## config.mk

```make
export PLATFORM = sky130hd
export DESIGN_NAME = seq_adder_flat
export DESIGN_NICKNAME = d
export VERILOG_FILES = /design/src/rtl/seq_adder_if.sv /design/src/rtl/seq_adder.sv /design/src/flat_wrapper.sv
export SDC_FILE = /design/constraint.sdc
export NUM_CORES = 1
export LEC_CHECK = 0
export CORE_MARGIN = 2
export CORE_UTILIZATION = 50
export CTS_CLUSTER_DIAMETER = 60
export DETAILED_ROUTE_END_ITERATION = 12
export GPL_TIMING_DRIVEN = 0
export PLACE_DENSITY = 0.77
export SLEW_MARGIN = 15
export SYNTH_ARGS = -nofsm -noshare
export SYNTH_HDL_FRONTEND = slang
export SYNTH_SLANG_ARGS = --single-unit
```

## constraint.sdc

```tcl
create_clock -name clk -period 1.91 [get_ports clk]
set_clock_uncertainty 0.15 [all_clocks]
set_input_delay 0.382 -clock clk [delete_from_list [all_inputs] [get_ports clk]]
set_output_delay 0.382 -clock clk [all_outputs]
set_load 0.05 [all_outputs]
```

## src/rtl/seq_adder_if.sv

```systemverilog
// Handshake and operand/result bundle for the multi-cycle adder/subtractor.
// The master drives the operation request; the slave (the adder) returns status and result.
interface seq_adder_if #(
    parameter int WIDTH = 8
) ();
    logic             start;
    logic [WIDTH-1:0] a;
    logic [WIDTH-1:0] b;
    logic             cin;
    logic             sub;
    logic             busy;
    logic             done;
    logic [WIDTH-1:0] sum;
    logic             cout;
    logic             ovf;

    modport master (
        output start, a, b, cin, sub,
        input  busy, done, sum, cout, ovf
    );

    modport slave (
        input  start, a, b, cin, sub,
        output busy, done, sum, cout, ovf
    );
endinterface

```

## src/rtl/seq_adder.sv

```systemverilog
// Multi-cycle ripple adder/subtractor: DIGIT bits per clock from the LSB,
// start/busy/done handshake, carry-out and signed-overflow reporting.
module seq_adder #(
    parameter int WIDTH = 8,
    parameter int DIGIT = 1
) (
    input  logic        clk,
    input  logic        rst,
    seq_adder_if.slave  bus
);
    localparam int N  = (DIGIT > 0) ? (WIDTH / DIGIT) : 1;
    localparam int CW = $clog2(N + 1);

    generate
        if (WIDTH < 1 || DIGIT < 1 || (WIDTH % DIGIT) != 0) begin : g_param_check
            $error("seq_adder: DIGIT must be >= 1 and divide WIDTH exactly");
        end
    endgenerate

    typedef enum logic [1:0] {
        IDLE = 2'd0,
        RUN  = 2'd1,
        DONE = 2'd2
    } state_t;

    state_t           state_r;
    logic [WIDTH-1:0] opa_r;
    logic [WIDTH-1:0] opb_r;
    logic             carry_r;
    logic [CW-1:0]    cnt_r;
    logic [WIDTH-1:0] res_r;
    logic             busy_r;
    logic             done_r;
    logic [WIDTH-1:0] sum_r;
    logic             cout_r;
    logic             ovf_r;

    logic [DIGIT:0]   chain_s;
    logic [DIGIT-1:0] slice_s;
    logic [WIDTH-1:0] res_next_s;

    // Ripple one DIGIT-wide slice and pre-shift its sum bits into the result top.
    always_comb begin
        chain_s    = {(DIGIT+1){1'b0}};
        slice_s    = {DIGIT{1'b0}};
        chain_s[0] = carry_r;
        for (int i = 0; i < DIGIT; i++) begin
            slice_s[i]   = opa_r[i] ^ opb_r[i] ^ chain_s[i];
            chain_s[i+1] = (opa_r[i] & opb_r[i]) | (chain_s[i] & (opa_r[i] ^ opb_r[i]));
        end
        res_next_s = res_r >> DIGIT;
        res_next_s[WIDTH-1 -: DIGIT] = slice_s;
    end

    // Control FSM and datapath registers; outputs are registered and held until the next DONE.
    always_ff @(posedge clk) begin
        if (rst) begin
            state_r <= IDLE;
            opa_r   <= {WIDTH{1'b0}};
            opb_r   <= {WIDTH{1'b0}};
            carry_r <= 1'b0;
            cnt_r   <= {CW{1'b0}};
            res_r   <= {WIDTH{1'b0}};
            busy_r  <= 1'b0;
            done_r  <= 1'b0;
            sum_r   <= {WIDTH{1'b0}};
            cout_r  <= 1'b0;
            ovf_r   <= 1'b0;
        end else begin
            case (state_r)
                IDLE, DONE: begin
                    done_r <= 1'b0;
                    if (bus.start) begin
                        opa_r   <= bus.a;
                        opb_r   <= bus.sub ? ~bus.b : bus.b;
                        carry_r <= bus.sub ? 1'b1 : bus.cin;
                        cnt_r   <= {CW{1'b0}};
                        res_r   <= {WIDTH{1'b0}};
                        busy_r  <= 1'b1;
                        state_r <= RUN;
                    end else begin
                        busy_r  <= 1'b0;
                        state_r <= IDLE;
                    end
                end
                RUN: begin
                    opa_r   <= opa_r >> DIGIT;
                    opb_r   <= opb_r >> DIGIT;
                    res_r   <= res_next_s;
                    carry_r <= chain_s[DIGIT];
                    cnt_r   <= cnt_r + CW'(1);
                    // Last slice holds the MSB, so its top two carries give signed overflow.
                    if (cnt_r == CW'(N - 1)) begin
                        sum_r   <= res_next_s;
                        cout_r  <= chain_s[DIGIT];
                        ovf_r   <= chain_s[DIGIT-1] ^ chain_s[DIGIT];
                        busy_r  <= 1'b0;
                        done_r  <= 1'b1;
                        state_r <= DONE;
                    end else begin
                        state_r <= RUN;
                    end
                end
                default: begin
                    busy_r  <= 1'b0;
                    done_r  <= 1'b0;
                    state_r <= IDLE;
                end
            endcase
        end
    end

    assign bus.busy = busy_r;
    assign bus.done = done_r;
    assign bus.sum  = sum_r;
    assign bus.cout = cout_r;
    assign bus.ovf  = ovf_r;
endmodule

```

## src/flat_wrapper.sv

```systemverilog
// flat-port wrapper written by rule: the top's interface ports become plain ports
module seq_adder_flat 
#(
    parameter int WIDTH = 8,
    parameter int DIGIT = 1
)
  (clk, rst, bus_start, bus_a, bus_b, bus_cin, bus_sub, bus_busy, bus_done, bus_sum, bus_cout, bus_ovf);
  seq_adder_if #(.WIDTH(WIDTH)) bus_i ();
  input  logic clk;
  input  logic rst;
  input wire logic [$bits(bus_i.start)-1:0] bus_start;
  input wire logic [$bits(bus_i.a)-1:0] bus_a;
  input wire logic [$bits(bus_i.b)-1:0] bus_b;
  input wire logic [$bits(bus_i.cin)-1:0] bus_cin;
  input wire logic [$bits(bus_i.sub)-1:0] bus_sub;
  output wire logic [$bits(bus_i.busy)-1:0] bus_busy;
  output wire logic [$bits(bus_i.done)-1:0] bus_done;
  output wire logic [$bits(bus_i.sum)-1:0] bus_sum;
  output wire logic [$bits(bus_i.cout)-1:0] bus_cout;
  output wire logic [$bits(bus_i.ovf)-1:0] bus_ovf;
  assign bus_i.start = bus_start;
  assign bus_i.a = bus_a;
  assign bus_i.b = bus_b;
  assign bus_i.cin = bus_cin;
  assign bus_i.sub = bus_sub;
  assign bus_busy = bus_i.busy;
  assign bus_done = bus_i.done;
  assign bus_sum = bus_i.sum;
  assign bus_cout = bus_i.cout;
  assign bus_ovf = bus_i.ovf;
  seq_adder #(.WIDTH(WIDTH), .DIGIT(DIGIT)) u_core (.clk(clk), .rst(rst), .bus(bus_i));
endmodule
```

==> results of run 1 <==
placed cells by master, fill, tap and decap left out, types with 2 or more instances in the layout:
cell type        synthesis  routed
nand2b_1                 3       3
buf_6                    6       6
dfxtp_1                 42      42
nand2_1                 11      11
a21oi_1                 38      38
clkbuf_4                 0       5
nor2_1                   2       2
nand3_1                 36      36
clkbuf_1                 5       5
a22oi_1                 14      14
dlygate4sd2_1            0      12
xor2_1                   8       8
clkdlybuf4s50_1          0      18
buf_4                    7       7
nor3_1                   2       2
nand3b_1                 2       2
o21ai_1                  2       2
o21ai_0                  8       8
buf_2                    3       3
per-layer routing:
layer / wire length [um] / vias to the layer above
met1: 1820 / 760
met2: 1850 / 55
li1: - / 796
met5: 0 / -
met3: 258 / 4
met4: 51 / 0
layout make-up:
type,instances,area [um^2]
well taps,46,57.6
clock inverters,1,30.0
multi-input cells,139,820
repair buffers,30,285
fillers,309,1180
clock buffers,6,51.3
flip-flops and latches,42,841
plain buffers,21,154
power breakdown:
group	internal [mW]	switching (mW)	total [mW]	leakage [nW]
Combinational	0.121	0.138	0.258	0.466
Sequential	0.911	0.0218	0.932	0.342
Clock	0.305	0.275	0.580	0.0443
Total	1.34	0.435	1.77	0.852
kinds of logic after synthesis:
group	share of synthesized area, %
flops	46.3
simple gates	17.1
xor+xnor	4.35
buf+inv	8.48
compound gates	20.6
mux	1.38
fa+ha+maj	1.79
per-stage QoR:
stage | hold WS (ns) | setup WS, ns | power (mW)
after floorplan | 0.294 | 0.520 | 1.12
after global placement | 0.306 | 0.143 | 1.21
after detailed placement | 0.308 | 0.111 | 1.21
after CTS | 0.202 | 0.129 | 1.78
after global routing | 0.252 | 0.0770 | 1.85
final | 0.209 | 0.137 | 1.77
path summary, 6_finish.rpt:
path	depth (start not counted)	start	end	slack [ns]
worst max-delay path	1	u_core.bus.sum[7]	bus_sum[7]	0.14
worst min-delay path	2	rst	u_core.bus.ovf	0.21
worst max register to register	3	u_core.carry_r	u_core.bus.ovf	0.40
worst min register to register	2	u_core.res_r[5]	u_core.res_r[4]	0.32
flip-flops by register name, indices dropped and copies added (netlist names):
register and flops:
u_core.carry_r 1, u_core.bus.cout 1, u_core.cnt_r 4, u_core.bus.ovf 1
u_core.bus.sum 8, u_core.opb_r 8, u_core.opa_r 8, u_core.bus.busy 1
u_core.state_r 2, u_core.res_r 7, u_core.bus.done 1
==> impl_results.md, run 1 <==
- Status: completed
- Worst-margin pin slew: 0.539 ns
- CP peak stage delay: 0.53 ns
- Rel. slew slack: ~64%
- Port Buffers: 30
- Area leader, netlist: dfxtp_1
- CORE AREA: 3420 um^2
- Max-slew violations: 0
- Pre-Repair DR Iteration Count: 4
- Crit path time final: approximately 1.8 ns
- Via density: 5.67
- Critical Path AT: about 1.2 ns
- Synth Flop Type: dfxtp_1
- WP buf/inv: 1
- Longest Clk Path Bufs: 2
- Max Cap Viol: 0
- DP Cell Count: 278
- Register area share after synthesis: 46.3%
- Tcrit/Tclk final: 92.8%
- Number of top-level pins: 33
- Synth top area share: roughly 46%
- Area growth, synth to finish: 23.4%
- Synth cell types: 29
- Layout Cell Area excl Fill: around 2200 um^2
- TritonCTS Buffers: 5
- Total GRT Usage: 21.6%
- Post-CTS setup buffer count: 0
- DR WL/cell: around 14 um
- DR vias: 1615
- Number of hold buffers added after CTS: 0
- Antenna-violating nets left: 0
- Worst Hold Class: input pin to flip-flop
- Setup crit end kind: output pin
- Final cell count without fillers: 285
- First-pass GRT wire length: just under 7000 um
- Ratio of cells with drive above 1 in the final layout: 11.3%
- Total clock sinks: 42
- # rows: 21
- Nets: 262
- CP max FO: 2
- Required @ worst endpoint: around 1.4 ns
- Leak Pwr: 0.852 nW
- Peak Freq: 0.564 GHz
- Slowest CP cell: dlygate4sd2_1
- DR DRC count: 0
- GR Overflow Total: 0
- Placer Congestion: 0.769
- Startpoint types: flip-flop
- Initial antenna violation count: 0
- Top-count cell post-synth: dfxtp_1
- Cell family contributing the most delay on the critical path: buffers and inverters
- Crit-path cells: dlygate4sd2_1
- Die area: between 4000 and 5000 um^2
- Clock-pin slew on the worst setup and hold paths: 0.12 ns
- Placed wire-length estimate: 2720 um
- Placed Area: between 2000 and 2500 um^2
- Final hold violation count: 0
- FFs w/ async S/R, synth: 0%
- Global-route track usage on met1: 29.0%
- TNS Setup: 0 ns
- Cells after synthesis: 202
- CP Class: flip-flop to output pin
- Dominant cells by area after synthesis: dfxtp_1 (46%), a21oi_1 (10%), nand3_1 (9.9%)
- Top Usage Layer GRT: met2
- Global Route met3 Usage: 6.34%
- Final WL: approximately 4000 um
- Vias in the first global route: 1434
- Avg Inst Size Synth: between 8 and 9 um^2
- Initial Util: a little over half
- RSZ-0062 raised after global routing: no
- Post-synth EDFFs: 0
- CTS tree: built
- Root Buffer Master: clkbuf_4
- Met2 GRT Util: roughly a third
- Diode count: 0
- Syn_nets: 225
- P per Cell Area: 791 nW/um^2
- Core Util, Final: between 60% and 70%
- Clk_lat worst skew: 0.34 ns
- Setup violations, final: 0
- Die Ht: 64.2 um
- Cell Area, Synth: around 1800 um^2
- Die width: around 64 um
- Synth warn: 0
- Pin count of the biggest net entering global routing: 13
- Max IR drop VDD: 519 uV
- Initial detailed-routing violation count: 139
- Synth top cells by count: dfxtp_1 (42), a21oi_1 (38), nand3_1 (36), a22oi_1 (14), nand2_1 (11)
- H-tree depth: 2
- Post-CTS Resized: 12
- Post-synthesis register bit count: 42
(Power assumes the default switching activity.)
==> inputs of run 2 (changes only) <==
- GPL_ROUTABILITY_DRIVEN: unset -> 0
- SLEW_MARGIN: 15 -> unset
==> results of run 2 <==
Same layout as run 1: the final DEF is identical, and so are final timing and power.
